===== config.mk =====
export PLATFORM = sky130hd
export DESIGN_NAME = hps_cmd_decoder_flat
export DESIGN_NICKNAME = d
export VERILOG_FILES = /design/src/rtl/hps_cmd_decoder_pkg.sv /design/src/rtl/hps_cmd_decoder_if.sv /design/src/rtl/hps_cmd_decoder_fifo.sv /design/src/rtl/hps_cmd_decoder.sv /design/src/flat_wrapper.sv
export SDC_FILE = /design/constraint.sdc
export NUM_CORES = 1
export LEC_CHECK = 0
export ABC_AREA = 1
export BUFFER_PORTS_ARGS = -buffer_cell sky130_fd_sc_hd__clkbuf_2
export CAP_MARGIN = 20
export CORE_ASPECT_RATIO = 0.75
export CORE_MARGIN = 2
export CORE_UTILIZATION = 41
export DETAILED_ROUTE_END_ITERATION = 12
export PLACE_DENSITY_LB_ADDON = 0.1
export REMOVE_ABC_BUFFERS = 1
export SYNTH_ARGS = -nofsm -noshare
export SYNTH_HDL_FRONTEND = slang
export SYNTH_SLANG_ARGS = --single-unit

===== constraint.sdc =====
create_clock -name clk -period 2.7 [get_ports clk]
set_input_delay 0.54 -clock clk [delete_from_list [all_inputs] [get_ports clk]]
set_output_delay 0.54 -clock clk [all_outputs]
set_load 0.05 [all_outputs]

===== src/rtl/hps_cmd_decoder_pkg.sv =====
// Shared constants for the HPS command decoder: opcodes, PIO field positions
// and FSM state encoding.
package hps_cmd_pkg;

  localparam logic [2:0] OP_NOP  = 3'd0;
  localparam logic [2:0] OP_PUSH = 3'd1;
  localparam logic [2:0] OP_RST  = 3'd2;
  localparam logic [2:0] OP_MASK = 3'd3;
  localparam logic [2:0] OP_CLR  = 3'd4;

  localparam int unsigned CMD_TOG     = 31;
  localparam int unsigned CMD_OP_HI   = 30;
  localparam int unsigned CMD_OP_LO   = 28;
  localparam int unsigned CMD_ARG_HI  = 27;
  localparam int unsigned CMD_ARG_LO  = 8;
  localparam int unsigned CMD_DATA_HI = 7;
  localparam int unsigned CMD_DATA_LO = 0;

  localparam int unsigned ACK_TOG     = 31;
  localparam int unsigned ACK_BUSY    = 30;
  localparam int unsigned ACK_OVF     = 29;
  localparam int unsigned ACK_BAD     = 28;
  localparam int unsigned ACK_CNT_HI  = 23;
  localparam int unsigned ACK_CNT_LO  = 16;
  localparam int unsigned ACK_SENT_HI = 15;
  localparam int unsigned ACK_SENT_LO = 0;

  typedef enum logic [1:0] {
    ST_IDLE     = 2'd0,
    ST_EXEC     = 2'd1,
    ST_RST_HOLD = 2'd2
  } state_e;

endpackage


===== src/rtl/hps_cmd_decoder_if.sv =====
// Valid-ready pixel stream from the command decoder into the hog core input.
interface hps_cmd_decoder_if;
  logic [7:0] pixel_data;
  logic       pixel_valid;
  logic       pixel_ready;

  modport master (output pixel_data, output pixel_valid, input  pixel_ready);
  modport slave  (input  pixel_data, input  pixel_valid, output pixel_ready);
endinterface


===== src/rtl/hps_cmd_decoder_fifo.sv =====
// Show-ahead synchronous FIFO for injected pixels; flush empties it in one cycle.
module cmd_pixel_fifo #(
  parameter  int unsigned DEPTH = 16,
  localparam int unsigned AW    = $clog2(DEPTH)
) (
  input  logic          clk,
  input  logic          rst_n,
  input  logic          push,
  input  logic          pop,
  input  logic          flush,
  input  logic [7:0]    din,
  output logic [7:0]    dout,
  output logic          full,
  output logic          empty,
  output logic [AW:0]   count
);

  logic [7:0]    mem_q [DEPTH];
  logic [AW-1:0] wr_ptr_q, wr_ptr_d;
  logic [AW-1:0] rd_ptr_q, rd_ptr_d;
  logic [AW:0]   count_q, count_d;
  logic          do_push, do_pop;

  assign full  = (count_q == (AW+1)'(DEPTH));
  assign empty = (count_q == '0);
  assign count = count_q;
  assign dout  = mem_q[rd_ptr_q];

  // A full FIFO still accepts a push when the head leaves in the same cycle.
  assign do_push = push && (!full || pop);
  assign do_pop  = pop && !empty;

  always_comb begin
    wr_ptr_d = wr_ptr_q;
    rd_ptr_d = rd_ptr_q;
    count_d  = count_q;
    if (flush) begin
      wr_ptr_d = '0;
      rd_ptr_d = '0;
      count_d  = '0;
    end else begin
      if (do_push) wr_ptr_d = wr_ptr_q + 1'b1;
      if (do_pop)  rd_ptr_d = rd_ptr_q + 1'b1;
      case ({do_push, do_pop})
        2'b10:   count_d = count_q + 1'b1;
        2'b01:   count_d = count_q - 1'b1;
        default: count_d = count_q;
      endcase
    end
  end

  always_ff @(posedge clk or negedge rst_n) begin
    if (!rst_n) begin
      wr_ptr_q <= '0;
      rd_ptr_q <= '0;
      count_q  <= '0;
    end else begin
      wr_ptr_q <= wr_ptr_d;
      rd_ptr_q <= rd_ptr_d;
      count_q  <= count_d;
    end
  end

  always_ff @(posedge clk) begin
    if (do_push && !flush) mem_q[wr_ptr_q] <= din;
  end

endmodule


===== src/rtl/hps_cmd_decoder.sv =====
// Decodes toggle-handshaked HPS PIO commands into pixel injection, soft reset
// and output-ready masking, reporting status back on ack_pio.
module hps_cmd_decoder
  import hps_cmd_pkg::*;
#(
  parameter int unsigned LEVELS     = 7,
  parameter int unsigned FIFO_DEPTH = 16,
  parameter int unsigned RST_CYCLES = 16
) (
  input  logic                clk,
  input  logic                rst_n,
  input  logic [31:0]         cmd_pio,
  output logic [31:0]         ack_pio,
  hps_cmd_decoder_if.master   pix,
  output logic                soft_rst,
  output logic [LEVELS-1:0]   out_ready_mask
);

  localparam int unsigned CW   = $clog2(FIFO_DEPTH) + 1;
  localparam int unsigned CNTW = (RST_CYCLES > 1) ? $clog2(RST_CYCLES) : 1;

  state_e            state_q, state_d;
  logic [31:0]       cmd_q;
  logic [2:0]        op_q, op_d;
  logic [19:0]       arg_q, arg_d;
  logic [7:0]        data_q, data_d;
  logic              tog_q, tog_d;
  logic              ack_tog_q, ack_tog_d;
  logic [CNTW-1:0]   cnt_q, cnt_d;
  logic [LEVELS-1:0] mask_q, mask_d;
  logic              ovf_q, ovf_d;
  logic              bad_q, bad_d;
  logic [15:0]       sent_q, sent_d;

  logic              pending, push, pop, flush;
  logic              fifo_full, fifo_empty;
  logic [CW-1:0]     fifo_count;
  logic [7:0]        fifo_head;

  assign pending = (cmd_q[CMD_TOG] != ack_tog_q);
  assign flush   = (state_q == ST_RST_HOLD);
  assign pop     = pix.pixel_valid && pix.pixel_ready;

  assign pix.pixel_valid = !fifo_empty && (state_q != ST_RST_HOLD);
  assign pix.pixel_data  = pix.pixel_valid ? fifo_head : '0;
  assign soft_rst        = (state_q == ST_RST_HOLD);
  assign out_ready_mask  = mask_q;

  cmd_pixel_fifo #(.DEPTH(FIFO_DEPTH)) u_fifo (
    .clk   (clk),
    .rst_n (rst_n),
    .push  (push),
    .pop   (pop),
    .flush (flush),
    .din   (data_q),
    .dout  (fifo_head),
    .full  (fifo_full),
    .empty (fifo_empty),
    .count (fifo_count)
  );

  always_comb begin
    state_d   = state_q;
    op_d      = op_q;
    arg_d     = arg_q;
    data_d    = data_q;
    tog_d     = tog_q;
    ack_tog_d = ack_tog_q;
    cnt_d     = cnt_q;
    mask_d    = mask_q;
    ovf_d     = ovf_q;
    bad_d     = bad_q;
    sent_d    = pop ? sent_q + 16'd1 : sent_q;
    push      = 1'b0;

    case (state_q)
      ST_IDLE: begin
        if (pending) begin
          op_d    = cmd_q[CMD_OP_HI:CMD_OP_LO];
          arg_d   = cmd_q[CMD_ARG_HI:CMD_ARG_LO];
          data_d  = cmd_q[CMD_DATA_HI:CMD_DATA_LO];
          tog_d   = cmd_q[CMD_TOG];
          state_d = ST_EXEC;
        end
      end
      ST_EXEC: begin
        case (op_q)
          OP_NOP:  ;
          OP_PUSH: push = 1'b1;
          OP_RST:  cnt_d = CNTW'(RST_CYCLES - 1);
          OP_MASK: mask_d = arg_q[LEVELS-1:0];
          OP_CLR: begin
            ovf_d  = 1'b0;
            bad_d  = 1'b0;
            sent_d = '0;
          end
          default: bad_d = 1'b1;
        endcase
        if (op_q == OP_RST) begin
          state_d = ST_RST_HOLD;
        end else begin
          ack_tog_d = tog_q;
          state_d   = ST_IDLE;
        end
      end
      ST_RST_HOLD: begin
        mask_d = '1;
        sent_d = '0;
        if (cnt_q == '0) begin
          ack_tog_d = tog_q;
          state_d   = ST_IDLE;
        end else begin
          cnt_d = cnt_q - 1'b1;
        end
      end
      default: state_d = ST_IDLE;
    endcase

    // Overflow only when the push is really dropped (no same-cycle pop).
    if (push && fifo_full && !pop) ovf_d = 1'b1;
  end

  always_ff @(posedge clk or negedge rst_n) begin
    if (!rst_n) begin
      state_q   <= ST_IDLE;
      cmd_q     <= '0;
      op_q      <= '0;
      arg_q     <= '0;
      data_q    <= '0;
      tog_q     <= 1'b0;
      ack_tog_q <= 1'b0;
      cnt_q     <= '0;
      mask_q    <= '1;
      ovf_q     <= 1'b0;
      bad_q     <= 1'b0;
      sent_q    <= '0;
    end else begin
      state_q   <= state_d;
      cmd_q     <= cmd_pio;
      op_q      <= op_d;
      arg_q     <= arg_d;
      data_q    <= data_d;
      tog_q     <= tog_d;
      ack_tog_q <= ack_tog_d;
      cnt_q     <= cnt_d;
      mask_q    <= mask_d;
      ovf_q     <= ovf_d;
      bad_q     <= bad_d;
      sent_q    <= sent_d;
    end
  end

  always_comb begin
    ack_pio                          = '0;
    ack_pio[ACK_TOG]                 = ack_tog_q;
    ack_pio[ACK_BUSY]                = (state_q != ST_IDLE) || pending;
    ack_pio[ACK_OVF]                 = ovf_q;
    ack_pio[ACK_BAD]                 = bad_q;
    ack_pio[ACK_CNT_HI:ACK_CNT_LO]   = 8'(fifo_count);
    ack_pio[ACK_SENT_HI:ACK_SENT_LO] = sent_q;
  end

endmodule


===== src/flat_wrapper.sv =====
// flat-port wrapper written by rule: the top's interface ports become plain ports
module hps_cmd_decoder_flat import hps_cmd_pkg::*;
#(
  parameter int unsigned LEVELS     = 7,
  parameter int unsigned FIFO_DEPTH = 16,
  parameter int unsigned RST_CYCLES = 16
)
  (clk, rst_n, cmd_pio, ack_pio, soft_rst, out_ready_mask, pix_pixel_data, pix_pixel_valid, pix_pixel_ready);
  hps_cmd_decoder_if pix_i ();
  input  logic clk;
  input  logic rst_n;
  input  logic [31:0] cmd_pio;
  output logic [31:0] ack_pio;
  output logic soft_rst;
  output logic [LEVELS-1:0] out_ready_mask;
  output wire logic [$bits(pix_i.pixel_data)-1:0] pix_pixel_data;
  output wire logic [$bits(pix_i.pixel_valid)-1:0] pix_pixel_valid;
  input wire logic [$bits(pix_i.pixel_ready)-1:0] pix_pixel_ready;
  assign pix_pixel_data = pix_i.pixel_data;
  assign pix_pixel_valid = pix_i.pixel_valid;
  assign pix_i.pixel_ready = pix_pixel_ready;
  hps_cmd_decoder #(.LEVELS(LEVELS), .FIFO_DEPTH(FIFO_DEPTH), .RST_CYCLES(RST_CYCLES)) u_core (.clk(clk), .rst_n(rst_n), .cmd_pio(cmd_pio), .ack_pio(ack_pio), .pix(pix_i), .soft_rst(soft_rst), .out_ready_mask(out_ready_mask));
endmodule

==> key figures, run 1 <==
Synth
  – Dominant synthesized flop cell: edfxtp_1
  – Fraction of registers with async set/reset: 39.3%
  – Synth Instances: 839
  – Flops & latches, synth: 211
  – Share of the yosys chip area belonging to registers: 65.4%
  – Yosys warning count: 0
  – Mapped Avg Cell Area: 10.8 µm²
  – Synth cell types: 42
  – Number of synthesized flops with an enable pin: 128
  – Netlist Area Pre-Place: 9070 µm²

Drt
  – WL/cell: 16.9 µm
  – Starting DRT DRC Count: 393
  – Final ANT Viol Nets: 0
  – Via count: 6146
  – DR vias/cell: 4.91
  – # DRC: 0
  – Total wire length: 21.2 mm
  – Initial DRT Pass Iterations: 5

Layout
  – Share of cells above drive strength 1: 21.7%
  – Commonest non-fill, non-tap cells in the layout: nand2_1, nor2_1, edfxtp_1
  – # diodes: 0
  – Total Nets Final: 990
  – Area Overhead vs Synth: 21.0%
  – Final Cell Area: 11000 µm²
  – Final Util: 50.2%
  – Fill count: 2008
  – Most common cell after layout, fill and taps aside: nand2_1

CTS
  – CTS buffer count: 23
  – Clock sinks: 211
  – Clock buffer depth: 3
  – Clk_lat worst skew: 0.50 ns
  – CTS H-tree depth: 1
  – CTS root buffer: clkbuf_16
  – CTS tree: done
  – CTS Hold Buffers Added: 0
  – Clock Pin Slew Worst Setup and Hold Paths: 0.06 ns

Worst setup path
  – CP Data Required Time: 2.16 ns
  – FF-to-FF setup slack: 0.26 ns
  – CP endpoint kind: primary output
  – Slowest stage delay, CP: 0.45 ns
  – Crit Path Category: flip-flop to primary output
  – Reg-to-reg critical path startpoint: u_core.u_fifo.count[3]
  – Worst r2r path cells: 15
  – WP data arrival: 2.22 ns
  – Critical Path Fanout Max: 25
  – Most common cell on crit path: nor2_1
  – Worst-path cell chain: buf_4 > nor2_1 > nor2_1 > o21ai_0 > nand3_1 > nand3b_1 > a21oi_2 > buf_12
  – Crit path max-delay cell type: dfrtp_2
  – FF-to-FF End: u_core.u_fifo.count[4]
  – Worst Setup Start Kind: flip-flop

GRT
  – Antenna violations before repair: 0
  – Grt met1 use: 27.6%
  – Met2 Usage GRT: 28.2%
  – First-pass GRT wire length: 33.2 mm
  – Layer with the highest usage: met2
  – Total track usage: 18.5%
  – Vias in the first global route: 6010
  – Total gr overflow: 0
  – Met3 Use GR: 3.30%
  – Largest net degree at the start of global routing: 48

Placement
  – DP Wirelength: 13.2 mm
  – # port buffers: 63
  – Area post-placement: 9920 µm²
  – Routability congestion estimate: 0.775

Die
  – Die ar.: 23300 µm²
  – Die W: 176 µm
  – Initial Util: 41.4%
  – Core Box Area: 21900 µm²
  – DIE HEIGHT: 133 µm
  – Boundary Pins: 84
  – FP Rows: 47

Timing
  – Final Hold Vio Count: 0
  – Setup TNS: -0.0923 ns
  – Setup-failing EPs final: 3
  – Fin crit share: 102%
  – Slew of the pin with the lowest slew margin: 0.720 ns
  – Max-slew headroom: 52.0%
  – Worst Clk Skew: 0.0113 ns
  – Slew Viols, Final: 0
  – Fin worst setup slack: -0.0601 ns
  – Crit path time final: 2.76 ns
  – FMAX: 362 MHz
  – RSZ-0062 raised after global routing: true

Pwr
  – Leakage: 0.00454 µW
  – Final total power: 13700 µW
  – Maximum vdd drop: 515 µV
  – Pwr Density: 1250 nW/µm²

Status
  – Status: finished with violations
  – Violated checks: negative setup slack

Job
  – MaxCap Viol Count: 0

Worst hold path
  – Min-delay worst type: primary input to asynchronous set/reset pin
==> worst max-delay path: cells and delay by family (launching register included) <==
| family | cells | cell delay (ns) |
|---|---|---|
| flops | 1 | 0.45 |
| simple gates | 4 | 0.42 |
| compound gates | 2 | 0.36 |
| buf+inv | 2 | 0.46 |
==> what timing repair did <==
action	CTS	global route
pin swaps	9	8
cloned	3	2
setup buffers	8	1
gates resized for setup	29	11
endpoints found under the setup margin	9	9
==> sequential cells by signal (all words and copies together), names as in the netlist, 5 cells and up <==
register,flops
u_core.out_ready_mask,7
u_core.u_fifo.count,5
u_core.arg_q,7
u_core.sent_q,16
u_core.data_q,8
u_core.cmd_q,19
u_core.u_fifo.mem_q,128
==> how the worst max path moves through the flow <==
stage | startpoint | endpoint | slack, ns | cells past startpoint
after detailed placement | u_core.u_fifo.rd_ptr_q[2] | pix_pixel_data[6] | 0.16 | 8
after global routing | u_core.u_fifo.rd_ptr_q[0] | pix_pixel_data[5] | -0.11 | 8
after global placement | u_core.u_fifo.rd_ptr_q[1] | pix_pixel_data[1] | 0.15 | 9
after floorplan | u_core.u_fifo.rd_ptr_q[0] | pix_pixel_data[0] | -1.07 | 7
after CTS | u_core.u_fifo.rd_ptr_q[0] | pix_pixel_data[5] | -0.02 | 8
final | u_core.u_fifo.rd_ptr_q[0] | pix_pixel_data[5] | -0.06 | 8
==> per-layer routing <==
metal	vias up	wire [µm]
li1	3038	-
met1	2941	10300
met2	137	9430
met3	30	1070
met4	0	420
met5	-	0
==> cell type report <==
cell class / count / area, µm² / share of cell area (%)
clock buffers: 26 / 587 / 5.35
clock inverters: 15 / 133 / 1.21
inverters: 56 / 220 / 2.01
multi-input cells: 541 / 2800 / 25.6
flip-flops and latches: 211 / 5930 / 54.1
well taps: 294 / 368 / 3.35
repair buffers: 108 / 928 / 8.46
==> per-stage QoR <==
step / worst slack [ns] / instances / hold WS [ns]
final: -0.0601 / 1251 / 0.0601
after global routing: -0.113 / 1251 / 0.0874
after CTS: -0.0244 / 1249 / 0.0710
after detailed placement: 0.160 / 1197 / 0.463
after global placement: 0.149 / 1197 / 0.461
after floorplan: -1.07 / 808 / 0.244
==> cells by family (layout without fill, tap and decap cells) <==
family                   after synthesis  in the layout  synth area share, %
XOR/XNOR                               7              7                0.676
AND/OR/NAND/NOR                      405            405                 19.5
other                                  1              7               0.0414
buffers and inverters                 93            205                 4.94
multiplexers                          14             14                 1.74
AO/OA/AOI/OAI                         94             94                 5.74
flip-flops                           211            211                 65.4
adder cells (fa/ha/maj)               14             14                 1.93
==> cell usage after synthesis, types with 9 or more instances <==
cell type / number / area (µm²)
a21oi_1: 26 / 130
buf_4: 18 / 135
dfrtp_1: 76 / 1900
edfxtp_1: 128 / 3840
ha_1: 14 / 175
inv_1: 52 / 195
mux2_2: 14 / 158
nand2_1: 166 / 623
nand3_1: 65 / 325
nand4_1: 9 / 56.3
nor2_1: 133 / 499
nor3_1: 9 / 45.0
o211ai_1: 9 / 67.6
o21ai_0: 46 / 230
==> power breakdown <==
group | switching [µW] | leakage, µW | internal, µW
combinational | 3700 | 0.00205 | 2160
clock | 1280 | 0.000349 | 1760
sequential | 637 | 0.00214 | 4180
total | 5610 | 0.00454 | 8110
Note: power is estimated with default switching activity, not from simulation.
==> run 2, diff against run 1 <==
clock period = 3.3 ns   (was 2.7 ns; I/O delays follow)
==> key figures, run 2 (synthesis results as in run 1) <==
Pwr
  – Register share of total power: 38.0%
  – Switching share of power: 40.8%
  – Maximum vdd drop: 398 µV
  – Cell internal pwr: 6200 µW
  – Switch Pwr: 4280 µW
  – Combinational fraction of design power: 36.6%
  – Leakage: 0.00438 µW
  – Pwr Density: 994 nW/µm²
  – Clock network power share: 25.4%

Timing
  – FMAX: 321 MHz
  – Crit path time final: 3.11 ns
  – RSZ-0062 raised after global routing: false
  – Slew of the pin with the lowest slew margin: 0.758 ns
  – Fin crit share: 94.4%
  – Setup-failing EPs final: 0
  – Final Hold Vio Count: 0
  – Worst Clk Skew: 0.0114 ns
  – WHS: 0.218 ns
  – Max-slew headroom: 49.3%
  – Slew Viols, Final: 0

Die
  – DIE HEIGHT: 133 µm
  – Boundary Pins: 84
  – FP Rows: 47
  – Die ar.: 23300 µm²
  – Initial Util: 41.4%
  – Core Box Area: 21900 µm²
  – Die W: 176 µm

Layout
  – # diodes: 0
  – Area Overhead vs Synth: 16.3%
  – FF/Latch Area: 5930 µm²
  – Share of cells above drive strength 1: 17.7%
  – Max FFs per register: 128
  – Total Nets Final: 963
  – Commonest non-fill, non-tap cells in the layout: nand2_1, nor2_1, edfxtp_1
  – Largest regs: u_core.u_fifo.mem_q x128, u_core.cmd_q x19, u_core.sent_q x16
  – Multi-input logic area: 2710 µm²
  – Final Util: 48.2%
  – Biggest register: u_core.u_fifo.mem_q
  – Most common cell after layout, fill and taps aside: nand2_1
  – Fill count: 2038

Worst setup path
  – Crit Path Category: flip-flop to primary output
  – WP data arrival: 2.45 ns
  – Critical Path Fanout Max: 53
  – FF-to-FF setup slack: 0.62 ns
  – Crit path max-delay cell type: dfrtp_2
  – Most common cell on crit path: nor2_1
  – Worst Setup Start Kind: flip-flop
  – CP endpoint kind: primary output
  – CP Data Required Time: 2.64 ns
  – Worst-path cell chain: inv_2 > buf_12 > nor2_1 > nor2_1 > o21ai_0 > nand3_1 > nand3b_1 > a21oi_1 > clkbuf_2
  – Slowest stage delay, CP: 0.51 ns

CTS
  – CTS root buffer: clkbuf_16
  – Clock buffer depth: 3
  – Clk_lat worst skew: 0.50 ns
  – CTS tree: done
  – Clock sinks: 211
  – CTS buffer count: 22
  – CTS H-tree depth: 1
  – CTS Hold Buffers Added: 0
  – Clock Pin Slew Worst Setup and Hold Paths: 0.06 ns

Job
  – MaxCap Viol Count: 0

GRT
  – Antenna violations before repair: 0
  – Largest net degree at the start of global routing: 56
  – Total gr overflow: 0
  – Vias in the first global route: 5783
  – Total track usage: 17.5%
  – First-pass GRT wire length: 31.6 mm

Drt
  – WL/cell: 16.4 µm
  – Total wire length: 20.1 mm
  – # DRC: 0
  – Initial DRT Pass Iterations: 4
  – Final ANT Viol Nets: 0
  – Via count: 5973
  – Starting DRT DRC Count: 328
  – DR vias/cell: 4.88

Placement
  – # port buffers: 63
  – Routability congestion estimate: 0.798
  – DP Wirelength: 12.9 mm

Status
  – Status: completed

Worst hold path
  – Min-delay worst type: primary input to asynchronous set/reset pin
[run 2: changes by cell type in the layout (fill, tap and decap cells not counted), sizes merged]
cell and change:
clkbuf +13, clkinv -2, buf -32, inv -2, clkinvlp -4
[run 2: routing by layer]
| layer | up-vias | part of all wire (%) | GRT usage (%) | wire (µm) |
|---|---|---|---|---|
| met4 | 0 | 1.5 | 3.40 | 311 |
| li1 | 2969 | - | - | - |
| met2 | 116 | 45 | 27.3 | 9080 |
| met3 | 27 | 5.2 | 2.99 | 1050 |
| met5 | - | 0 | 0 | 0 |
| met1 | 2861 | 48 | 25.9 | 9680 |
[run 2: layout make-up]
type	count	area share, %
well taps	294	3.49
repair buffers	82	4.88
inverters	56	2.03
multi-input cells	541	25.7
flip-flops and latches	211	56.2
clock inverters	7	0.807
clock buffers	33	6.83
[run 2: stage by stage]
step	worst slack [ns]	cells	setup TNS, ns	instance area [µm²]	total power (µW)
2_1_floorplan	-0.588	808	-4.70	8850	6580
6_report	0.186	1224	0	10500	10500
5_1_grt	0.00990	1224	0	10500	11100
4_1_cts	0.0404	1223	0	10500	10500
3_5_place_dp	0.577	1183	0	9710	7860
3_3_place_gp	0.298	1182	0	9700	7810
[run 2: power by group through the flow]
stage          clock network (µW)  logic [µW]  registers, µW
2_1_floorplan                   0        2310           4270
6_report                     2670        3830           3980
3_3_place_gp                    0        3770           4040
4_1_cts                      2720        3840           3990
5_1_grt                      2830        4230           4060
3_5_place_dp                    0        3830           4040
[run 2: path summary, 6_finish.rpt]
check,to,depth (start not counted),startpoint
hold reg to reg,u_core.arg_q[2],1,u_core.cmd_q[10]
setup reg to reg,u_core.u_fifo.count[4],15,u_core.state_q[0]
setup / recovery,pix_pixel_data[5],9,u_core.u_fifo.rd_ptr_q[0]
min in group clk,u_core.cmd_q[3],1,cmd_pio[3]
hold / removal,u_core.arg_q[6],1,rst_n
max in group asynchronous,u_core.out_ready_mask[1],2,rst_n
[run 2: critical path: cells and delay by family (launching register included)]
family	cells	cell delay, ns
compound gates	2	0.34
flops	1	0.51
simple gates	4	0.37
buf+inv	3	0.70
[run 2: what timing repair did]
item / CTS / global route
setup buffers: 0 / 1
endpoints found under the setup margin: 0 / 8
gates resized for setup: 0 / 2
